**src/rtl/buck_pkg.sv**
```systemverilog
// Shared definitions for the buck-converter ADC sequencing path: data width,
// sequencer state encoding and default timing constants.
package buck_pkg;

  localparam int ADC_DW           = 8;
  localparam int CONV_LOW_DEF     = 2;
  localparam int BUSY_TIMEOUT_DEF = 40;
  localparam int RD_CYCLES_DEF    = 2;
  localparam int FAULT_LIMIT_DEF  = 3;

  typedef enum logic [2:0] {
    IDLE = 3'd0,
    CONV = 3'd1,
    WAIT = 3'd2,
    READ = 3'd3,
    DONE = 3'd4
  } seq_state_t;

  function automatic int maxOf3(input int a, input int b, input int c);
    int m;
    m = (a > b) ? a : b;
    return (m > c) ? m : c;
  endfunction

endpackage

```
**src/rtl/adc_conv_sequencer_if.sv**
```systemverilog
// ADC-side and sample-side signals of the conversion sequencer, bundled with
// a slave modport for the sequencer and a master modport for whoever drives it.
interface adc_conv_sequencer_if #(
  parameter int DW = buck_pkg::ADC_DW
);

  logic          i_trig;
  logic          i_adc_busy;
  logic [DW-1:0] i_datain;
  logic          i_clr_fault;
  logic          o_convst_bar;
  logic          o_rd_bar;
  logic [DW-1:0] o_sample;
  logic          o_sample_valid;
  logic          o_overrun;
  logic          o_adc_fault;
  logic          o_pwm_en;

  modport slave (
    input  i_trig, i_adc_busy, i_datain, i_clr_fault,
    output o_convst_bar, o_rd_bar, o_sample, o_sample_valid,
           o_overrun, o_adc_fault, o_pwm_en
  );

  modport master (
    output i_trig, i_adc_busy, i_datain, i_clr_fault,
    input  o_convst_bar, o_rd_bar, o_sample, o_sample_valid,
           o_overrun, o_adc_fault, o_pwm_en
  );

endinterface

```
**src/rtl/adc_conv_sequencer_seq_timer.sv**
```systemverilog
// Loadable down-counter with a terminal-count flag; one instance paces the
// CONV, WAIT and READ phases of the sequencer in turn.
module seq_timer #(
  parameter int W = 6
) (
  input  logic         clk,
  input  logic         rst_n,
  input  logic         i_load,
  input  logic [W-1:0] i_loadVal,
  output logic [W-1:0] o_count,
  output logic         o_tc
);

  logic [W-1:0] r_count;

  // Load wins over counting; the counter parks at zero until reloaded.
  always_ff @(posedge clk or negedge rst_n) begin
    if (!rst_n) begin
      r_count <= '0;
    end else if (i_load) begin
      r_count <= i_loadVal;
    end else if (r_count != '0) begin
      r_count <= r_count - W'(1);
    end
  end

  assign o_count = r_count;
  assign o_tc    = (r_count == '0);

endmodule

```
**src/rtl/adc_conv_sequencer.sv**
```systemverilog
// Per-period ADC conversion sequencer with busy timeout, fault/overrun supervision
// and power-stage gating. Define DOUBLE_SAMPLE_EN to average two conversions per trig.
module adc_conv_sequencer
  import buck_pkg::*;
#(
  parameter int DW           = ADC_DW,
  parameter int CONV_LOW     = CONV_LOW_DEF,
  parameter int BUSY_TIMEOUT = BUSY_TIMEOUT_DEF,
  parameter int RD_CYCLES    = RD_CYCLES_DEF,
  parameter int FAULT_LIMIT  = FAULT_LIMIT_DEF
) (
  input logic                clk,
  input logic                rst_n,
  adc_conv_sequencer_if.slave bus
);

  localparam int TMAX = maxOf3(CONV_LOW, BUSY_TIMEOUT, RD_CYCLES);
  localparam int TW   = (TMAX > 1) ? $clog2(TMAX) : 1;
  localparam int WCW  = $clog2(BUSY_TIMEOUT);
  localparam int FCW  = $clog2(FAULT_LIMIT + 1);

  seq_state_t    r_state;
  logic          r_convstBar;
  logic          r_rdBar;
  logic          r_sampleValid;
  logic          r_overrun;
  logic          r_adcFault;
  logic          r_pwmEn;
  logic [DW-1:0] r_sample;
  logic [DW-1:0] r_shadow0;
  logic [FCW-1:0] r_faultCnt;
`ifdef DOUBLE_SAMPLE_EN
  logic          r_pass;
  logic [DW-1:0] r_shadow1;
  logic [DW:0]   w_sum;
`endif

  logic           w_timerLoad;
  logic [TW-1:0]  w_timerVal;
  logic [TW-1:0]  w_timerCnt;
  logic           w_tc;
  logic [WCW-1:0] w_wcnt;
  logic           w_goRead;
  logic           w_timeout;
  logic           w_done;
  logic [FCW-1:0] w_faultCntNext;
  logic           w_faultNext;

  seq_timer #(.W(TW)) u_timer (
    .clk       (clk),
    .rst_n     (rst_n),
    .i_load    (w_timerLoad),
    .i_loadVal (w_timerVal),
    .o_count   (w_timerCnt),
    .o_tc      (w_tc)
  );

  // The timer counts down through WAIT, so elapsed wait cycles are its distance from the load value.
  assign w_wcnt    = WCW'(TW'(BUSY_TIMEOUT - 1) - w_timerCnt);
  assign w_goRead  = (r_state == WAIT) && (w_wcnt != '0) && !bus.i_adc_busy;
  assign w_timeout = (r_state == WAIT) && w_tc && bus.i_adc_busy;
  assign w_done    = (r_state == DONE);
`ifdef DOUBLE_SAMPLE_EN
  assign w_sum     = {1'b0, r_shadow0} + {1'b0, r_shadow1} + (DW+1)'(1);
`endif

  always_comb begin
    w_timerLoad = 1'b0;
    w_timerVal  = TW'(CONV_LOW - 1);
    case (r_state)
      IDLE: w_timerLoad = 1'b1;
      CONV: if (w_tc) begin
        w_timerLoad = 1'b1;
        w_timerVal  = TW'(BUSY_TIMEOUT - 1);
      end
      WAIT: if (w_goRead) begin
        w_timerLoad = 1'b1;
        w_timerVal  = TW'(RD_CYCLES - 1);
      end
      READ: w_timerLoad = w_tc;
      default: ;
    endcase
  end

  always_ff @(posedge clk or negedge rst_n) begin
    if (!rst_n) begin
      r_state       <= IDLE;
      r_convstBar   <= 1'b1;
      r_rdBar       <= 1'b1;
      r_sample      <= '0;
      r_sampleValid <= 1'b0;
      r_shadow0     <= '0;
`ifdef DOUBLE_SAMPLE_EN
      r_pass        <= 1'b0;
      r_shadow1     <= '0;
`endif
    end else begin
      r_sampleValid <= 1'b0;
      case (r_state)
        IDLE: if (bus.i_trig) begin
          r_state     <= CONV;
          r_convstBar <= 1'b0;
`ifdef DOUBLE_SAMPLE_EN
          r_pass      <= 1'b0;
`endif
        end
        CONV: if (w_tc) begin
          r_state     <= WAIT;
          r_convstBar <= 1'b1;
        end
        WAIT: if (w_goRead) begin
          r_state <= READ;
          r_rdBar <= 1'b0;
        end else if (w_timeout) begin
          r_state <= IDLE;
        end
        READ: if (w_tc) begin
          r_rdBar <= 1'b1;
`ifdef DOUBLE_SAMPLE_EN
          if (!r_pass) begin
            r_shadow0   <= bus.i_datain;
            r_pass      <= 1'b1;
            r_state     <= CONV;
            r_convstBar <= 1'b0;
          end else begin
            r_shadow1 <= bus.i_datain;
            r_state   <= DONE;
          end
`else
          r_shadow0 <= bus.i_datain;
          r_state   <= DONE;
`endif
        end
        DONE: begin
`ifdef DOUBLE_SAMPLE_EN
          r_sample <= w_sum[DW:1];
`else
          r_sample <= r_shadow0;
`endif
          r_sampleValid <= 1'b1;
          r_state       <= IDLE;
        end
        default: r_state <= IDLE;
      endcase
    end
  end

  // A clear lands first, so a timeout in the same cycle counts as the first fault after it.
  always_comb begin
    w_faultCntNext = bus.i_clr_fault ? '0 : r_faultCnt;
    if (w_timeout) begin
      if (w_faultCntNext != FCW'(FAULT_LIMIT)) begin
        w_faultCntNext = w_faultCntNext + FCW'(1);
      end
    end else if (w_done) begin
      w_faultCntNext = '0;
    end
    w_faultNext = (r_adcFault && !bus.i_clr_fault) ||
                  (w_faultCntNext == FCW'(FAULT_LIMIT));
  end

  always_ff @(posedge clk or negedge rst_n) begin
    if (!rst_n) begin
      r_faultCnt <= '0;
      r_adcFault <= 1'b0;
      r_overrun  <= 1'b0;
      r_pwmEn    <= 1'b0;
    end else begin
      r_faultCnt <= w_faultCntNext;
      r_adcFault <= w_faultNext;
      r_overrun  <= (r_overrun && !bus.i_clr_fault) ||
                    (bus.i_trig && (r_state != IDLE));
      if (w_faultNext) begin
        r_pwmEn <= 1'b0;
      end else if (w_done) begin
        r_pwmEn <= 1'b1;
      end else if (bus.i_clr_fault) begin
        r_pwmEn <= 1'b0;
      end
    end
  end

  assign bus.o_convst_bar   = r_convstBar;
  assign bus.o_rd_bar       = r_rdBar;
  assign bus.o_sample       = r_sample;
  assign bus.o_sample_valid = r_sampleValid;
  assign bus.o_overrun      = r_overrun;
  assign bus.o_adc_fault    = r_adcFault;
  assign bus.o_pwm_en       = r_pwmEn;

endmodule
```
**src/flat_wrapper.sv**
```systemverilog
// flat-port wrapper written by rule: the top's interface ports become plain ports
module adc_conv_sequencer_flat import buck_pkg::*;
#(
  parameter int DW           = ADC_DW,
  parameter int CONV_LOW     = CONV_LOW_DEF,
  parameter int BUSY_TIMEOUT = BUSY_TIMEOUT_DEF,
  parameter int RD_CYCLES    = RD_CYCLES_DEF,
  parameter int FAULT_LIMIT  = FAULT_LIMIT_DEF
)
  (clk, rst_n, bus_i_trig, bus_i_adc_busy, bus_i_datain, bus_i_clr_fault, bus_o_convst_bar, bus_o_rd_bar, bus_o_sample, bus_o_sample_valid, bus_o_overrun, bus_o_adc_fault, bus_o_pwm_en);
  adc_conv_sequencer_if #(.DW(DW)) bus_i ();
  input logic clk;
  input logic rst_n;
  input wire logic [$bits(bus_i.i_trig)-1:0] bus_i_trig;
  input wire logic [$bits(bus_i.i_adc_busy)-1:0] bus_i_adc_busy;
  input wire logic [$bits(bus_i.i_datain)-1:0] bus_i_datain;
  input wire logic [$bits(bus_i.i_clr_fault)-1:0] bus_i_clr_fault;
  output wire logic [$bits(bus_i.o_convst_bar)-1:0] bus_o_convst_bar;
  output wire logic [$bits(bus_i.o_rd_bar)-1:0] bus_o_rd_bar;
  output wire logic [$bits(bus_i.o_sample)-1:0] bus_o_sample;
  output wire logic [$bits(bus_i.o_sample_valid)-1:0] bus_o_sample_valid;
  output wire logic [$bits(bus_i.o_overrun)-1:0] bus_o_overrun;
  output wire logic [$bits(bus_i.o_adc_fault)-1:0] bus_o_adc_fault;
  output wire logic [$bits(bus_i.o_pwm_en)-1:0] bus_o_pwm_en;
  assign bus_i.i_trig = bus_i_trig;
  assign bus_i.i_adc_busy = bus_i_adc_busy;
  assign bus_i.i_datain = bus_i_datain;
  assign bus_i.i_clr_fault = bus_i_clr_fault;
  assign bus_o_convst_bar = bus_i.o_convst_bar;
  assign bus_o_rd_bar = bus_i.o_rd_bar;
  assign bus_o_sample = bus_i.o_sample;
  assign bus_o_sample_valid = bus_i.o_sample_valid;
  assign bus_o_overrun = bus_i.o_overrun;
  assign bus_o_adc_fault = bus_i.o_adc_fault;
  assign bus_o_pwm_en = bus_i.o_pwm_en;
  adc_conv_sequencer #(.DW(DW), .CONV_LOW(CONV_LOW), .BUSY_TIMEOUT(BUSY_TIMEOUT), .RD_CYCLES(RD_CYCLES), .FAULT_LIMIT(FAULT_LIMIT)) u_core (.clk(clk), .rst_n(rst_n), .bus(bus_i));
endmodule
```
**config.mk**
```make
export PLATFORM = sky130hd
export DESIGN_NAME = adc_conv_sequencer_flat
export DESIGN_NICKNAME = d
export VERILOG_FILES = /design/src/rtl/buck_pkg.sv /design/src/rtl/adc_conv_sequencer_if.sv /design/src/rtl/adc_conv_sequencer_seq_timer.sv /design/src/rtl/adc_conv_sequencer.sv /design/src/flat_wrapper.sv
export SDC_FILE = /design/constraint.sdc
export NUM_CORES = 1
export LEC_CHECK = 0
export ABC_AREA = 1
export BUFFER_PORTS_ARGS = -buffer_cell sky130_fd_sc_hd__buf_4
export CAP_MARGIN = 15
export CORE_UTILIZATION = 56
export CTS_CLUSTER_DIAMETER = 30
export CTS_CLUSTER_SIZE = 14
export DETAILED_ROUTE_END_ITERATION = 10
export GPL_TIMING_DRIVEN = 1
export PLACE_DENSITY = 0.79
export SLEW_MARGIN = 20
export SYNTH_ARGS = -nofsm -noshare
export SYNTH_HDL_FRONTEND = slang
export SYNTH_SLANG_ARGS = --single-unit
```
**constraint.sdc**
```tcl
create_clock -name clk -period 3.25 [get_ports clk]
set_input_delay 0.325 -clock clk [delete_from_list [all_inputs] [get_ports clk]]
set_output_delay 0.325 -clock clk [all_outputs]
set_load 0.01 [all_outputs]
```
=== Word-level counts from Yosys, hierarchy flattened ===
Index checks and enable logic that the tools add are counted.

* $add $sub $neg: 3
* Equality and inequality tests: 11
* Mux-type cells: 26
* Reduce and logical (&&, ||, !) cells: 24

{| class="wikitable"
|+ Operators with widths
! cell !! count
|-
| 2-to-1 mux 6 bit || 4
|-
| 2-to-1 mux 3 bit || 5
|-
| case mux 3 bit (4 select lines) || 1
|-
| nonzero test 6 bit || 2
|-
| 2-to-1 mux 1 bit || 9
|-
| 2-to-1 mux 2 bit || 4
|-
| logical AND 1 bit || 7
|-
| equality test 3 x 2 -> 1 bit, second input constant || 2
|-
| logical NOT 6 bit || 1
|-
| != test 2 x 1 -> 1 bit, second input constant || 3
|-
| AND reduction 3 bit || 2
|-
| nonzero test 2 bit || 3
|-
| nonzero test 3 bit || 2
|-
| subtractor 6 x 1 -> 6 bit, second input constant || 1
|-
| subtractor 6 bit, first input constant || 1
|-
| != test 2 bit, second input constant || 2
|-
| case mux 1 bit (2 select lines) || 2
|-
| case mux 1 bit (4 select lines) || 1
|-
| AND reduction 4 bit || 1
|-
| equality test 3 x 1 -> 1 bit, second input constant || 1
|-
| equality test 3 bit, second input constant || 1
|-
| logical NOT 3 bit || 1
|-
| != test 3 x 1 -> 1 bit, second input constant || 1
|-
| adder 2 x 1 -> 2 bit, second input constant || 1
|-
| 4 further kinds || 6
|}

* Flip-flop bits (word level): 33
* Bits of input ports: 13
* Logic and storage cells: 75

=== Depth between registers and ports, before layout ===
* Depth after elaboration: 7
* Depth in mapped cells: 11
* Depth with buffers taken out: 11

=== Modules after synthesis ===
From an unflattened synthesis, not the netlist that was laid out.

* Cells, all modules: 204
* Area total of the unflattened synthesis: 1,691.6 µm²

{| class="wikitable"
|+ Modules (own cells, without submodules)
! module !! times used !! cells each !! area an instance (µm²)
|-
| adc_conv_sequencer || 1 || 149 || 1,278.7
|-
| seq_timer || 1 || 55 || 412.9
|}

=== Least setup slack after synthesis ===
No wires, ideal clock.

* Path kind: register to register
* From: reg u_core.u_timer.r_count[3], in the netlist u_core.u_timer.o_count[3]
* To: reg u_core.u_timer.r_count[1], in the netlist u_core.u_timer.o_count[1]
* Library setup time: 117 ps
* Arrival: 1,337 ps
* Setup slack: 1,796 ps
* Cell stages (with the launch flop): 11
* Buffers on the path: 0
* Cells stage by stage: dfrtp_1 > inv_1 > ha_1 > inv_1 > nand2_1 > nor2_1 > nand2_1 > a21oi_2 > nand3_1 > nand2_1 > nand2_1

* Word-level cells in the longest chain between the ends: 7
* Elaborated cells on any way between the ends: 13

{| class="wikitable"
|+ RTL lines
! what !! line !! text
|-
| start: declaration || adc_conv_sequencer_seq_timer.sv:14 || <nowiki>logic [W-1:0] r_count;</nowiki>
|-
| start signal: assignment || adc_conv_sequencer_seq_timer.sv:21 || <nowiki>r_count <= i_loadVal;</nowiki>
|-
| start signal: assignment || adc_conv_sequencer_seq_timer.sv:23 || <nowiki>r_count <= r_count - W'(1);</nowiki>
|-
| subtractor 6 bit || adc_conv_sequencer.sv:59 || <nowiki>assign w_wcnt = WCW'(TW'(BUSY_TIMEOUT - 1) - w_timerCnt);</nowiki>
|-
| nonzero test 6 bit || adc_conv_sequencer.sv:60 || <nowiki>assign w_goRead = (r_state == WAIT) && (w_wcnt != '0) && !bus.i_adc_busy;</nowiki>
|-
| logical AND 1 bit (2 in a row) || adc_conv_sequencer.sv:60 ||
|-
| 2-to-1 mux 1 bit || adc_conv_sequencer.sv:76 || <nowiki>WAIT: if (w_goRead) begin</nowiki>
|-
| case mux 1 bit (4 select lines) || adc_conv_sequencer.sv:70 || <nowiki>case (r_state)</nowiki>
|-
| 2-to-1 mux 6 bit or nonzero test 2 bit (tied branches) || -- ||
|}

Parallel ways exist; a longest one is shown, timed or not.
A chain may end at the register's enable or synchronous reset.

=== Final worst setup path ===
Ends and elaborated chain as after synthesis.

==> summary.txt <==
Inserted Clock Buffers = 5
Fin. Hold Viols = 0
power per cell area = 856 nW/um^2
Routed WL = 2990 um
Slew headroom = 73.2%
Die ar. = 3090 um^2
non-filler instance count after layout = 249
worst r2r dst = u_core.u_timer.o_count[1]
CTS tree = done
Skew-Pair Late Insertion Delay = 330 ps
Hold Crit Class = in -> reg
CTS H-Tree Depth = 2
num ports = 27
Slew @ Worst Pin = 401 ps
vias per cell = 5.16
R2R depth = 10
pin count of the biggest net entering global routing = 34
overall routing resource usage = 21.6%
Syn Area/Cell = 8.70 um^2
Setup Skew = 7.61 ps
drt wl/cell = 12.0 um
critical path startpoint category = flip-flop
initial antenna violation count = 0
maximum VDD drop = 0.000654 V
Finish-stage setup viols = 0
Hold Crit Start = bus_i_datain[1]
status = finished clean
fin crit share = 53.2%
share of cells above drive strength 1 = 28.4%
Tmin final = 1730 ps
vias in the first global route = 1181
Core Area = 2730 um^2
Hold Path End = u_core.r_shadow0[1]
Final HPWL DP = 2170 um
Starting Density = 58.9%
clock sink count = 33
RePlAce Congestion = 0.948
drt pass-1 iters = 4
gr ovfl total = 0
Cell Area, Synth = 1610 um^2
Yosys Warn Count = 0
crit end category = flip-flop
Nets = 233
sequential fraction of the synthesis area = 51.4%
placed insts = 240
Crit Path Class = reg -> reg
hold path depth = 3
max cap viols = 0
DRC violations left = 0
R2R Setup Slk = 1520 ps
TNS Setup = 0 ps
RSZ-0062 raised after global routing = false
Die H = 55.6 um
Max Slew Vio Count = 0
# port buffers = 26
data arrival time of the worst path = 1960 ps
root buffer cell = clkbuf_4
DRT iter0 DRCs = 28
Vias = 1285
static leakage = 1.02 nW
Post-DRT Antenna Nets = 0
syn nets = 201
Worst Path Max Fanout = 4
Die X = 55.6 um
Clk pin slew, worst setup/hold paths = 100 ps
reg-to-reg startpoint = u_core.u_timer.o_count[3]
Critical Path RT = 3490 ps
flops & latches, synth = 33
setup bufs post-CTS = 0
Post-Synthesis Cells = 185
# rows = 19
f_max = 0.578 GHz
worst-case clock buffer depth = 2
Synth-to-Final Area Change = 19.4%
Distinct cells, synth = 29
Antenna Cells = 0
global-route wire length before repair = 5080 um
[cells in the final DEF (no fill, tap or decap), drive strengths merged, types with 2 or more instances in the layout]
cell type  instances
nand2             62
dfrtp             31
inv               27
buf               26
o21ai             15
nor2              15
nand3             11
a21oi              7
clkbuf             7
nand4              3
ha                 3
xor2               2
dfstp              2
[critical path: stages, from the launching register on]
cell	delay [ps]
dfrtp_1	410
inv_1	100
ha_1	310
inv_1	50
nand2_1	40
nor2_1	80
nand2_1	110
a21oi_2	230
nand3_1	160
nand2_1	100
nand2_1	50
[kinds of logic (layout without fill, tap and decap cells)]
group / count (synthesis) / after routing / share of synthesized area, %
xor gates and xnor gates: 2 / 2 / 1.09
DFF: 33 / 33 / 51.4
and+or+nand+nor: 93 / 93 / 28.7
buffers and inverters: 29 / 62 / 7.46
AOI/OAI and AO/OA: 25 / 25 / 9.01
adders and majority gates: 3 / 3 / 2.33
[flip-flops by register name, indices dropped and copies added, names as in the netlist, 2 cells and up]
register and cells:
u_core.r_shadow0 8, u_core.r_state 3, u_core.u_timer.o_count 6, u_core.r_faultCnt 2, u_core.bus.o_sample 8
[how the worst max path moves through the flow]
stage                                    startpoint                        end  slack [ps]  cells past startpoint
after floorplan           u_core.u_timer.o_count[3]  u_core.u_timer.o_count[1]        1800                     10
after global placement    u_core.u_timer.o_count[3]  u_core.u_timer.o_count[1]        1610                     10
after detailed placement  u_core.u_timer.o_count[3]  u_core.u_timer.o_count[1]        1560                     10
after CTS                 u_core.u_timer.o_count[3]  u_core.u_timer.o_count[1]        1530                     10
after global routing      u_core.u_timer.o_count[3]  u_core.u_timer.o_count[1]        1350                     10
final                     u_core.u_timer.o_count[3]  u_core.u_timer.o_count[1]        1520                     10
[through the flow]
stage	utilization (%)	cell area, um^2	hold WS, ps	power (mW)	setup WS, ps
floorplan	-	1610	29.4	1.14	1800
global placement	66.9	1830	281	1.30	1610
detailed placement	66.9	1830	292	1.33	1560
CTS	70.3	1920	175	1.66	1530
global route	70.3	1920	173	1.76	1350
finish	70.3	1920	188	1.65	1520
[synth_stat cells (all sizes together)]
cell / instances / area (um^2)
a211oi: 1 / 7.51
o21ai: 15 / 78.8
o21a: 1 / 7.51
nand3: 11 / 65.1
buf: 2 / 16.3
ha: 3 / 37.5
nand4: 3 / 18.8
nand3b: 1 / 7.51
a21oi: 7 / 42.5
inv: 27 / 104
dfrtp: 31 / 776
xor2: 2 / 17.5
dfstp: 2 / 52.6
nor3: 1 / 5.00
a22o: 1 / 8.76
nor2: 15 / 105
nand2: 62 / 260
[per-layer routing]
layer | global-route usage, % | vias up | wire (um) | part of all wire [%]
li1 | - | 646 | - | -
met1 | 27.3 | 584 | 1310 | 44
met2 | 32.9 | 44 | 1410 | 47
met3 | 7.21 | 11 | 192 | 6.4
met4 | 11.8 | 0 | 81 | 2.7
met5 | 0 | - | 0 | 0
[final cells by class]
| type | instances | area, um^2 |
|---|---|---|
| flip-flops and latches | 33 | 828 |
| fillers | 204 | 811 |
| multi-input cells | 123 | 662 |
| repair buffers | 27 | 205 |
| inverters | 27 | 104 |
| clock buffers | 7 | 55.1 |
| well taps | 31 | 38.8 |
| clock inverters | 1 | 30.0 |
[what timing repair did]
| item | in CTS | in global routing |
|---|---|---|
| gates resized for setup | 0 | 0 |
| hold buffers | 1 | 0 |
| hold endpoints to repair | 31 | 0 |
[report_power, final]
part           switching (mW)  total (mW)  internal [mW]  leakage [nW]
Clock                   0.135       0.319          0.184        0.0455
Sequential             0.0813       0.633          0.552         0.413
Combinational           0.426       0.695          0.269         0.566
Total                   0.643        1.65           1.00          1.02
No activity file was read; power rests on OpenSTA's default activity.
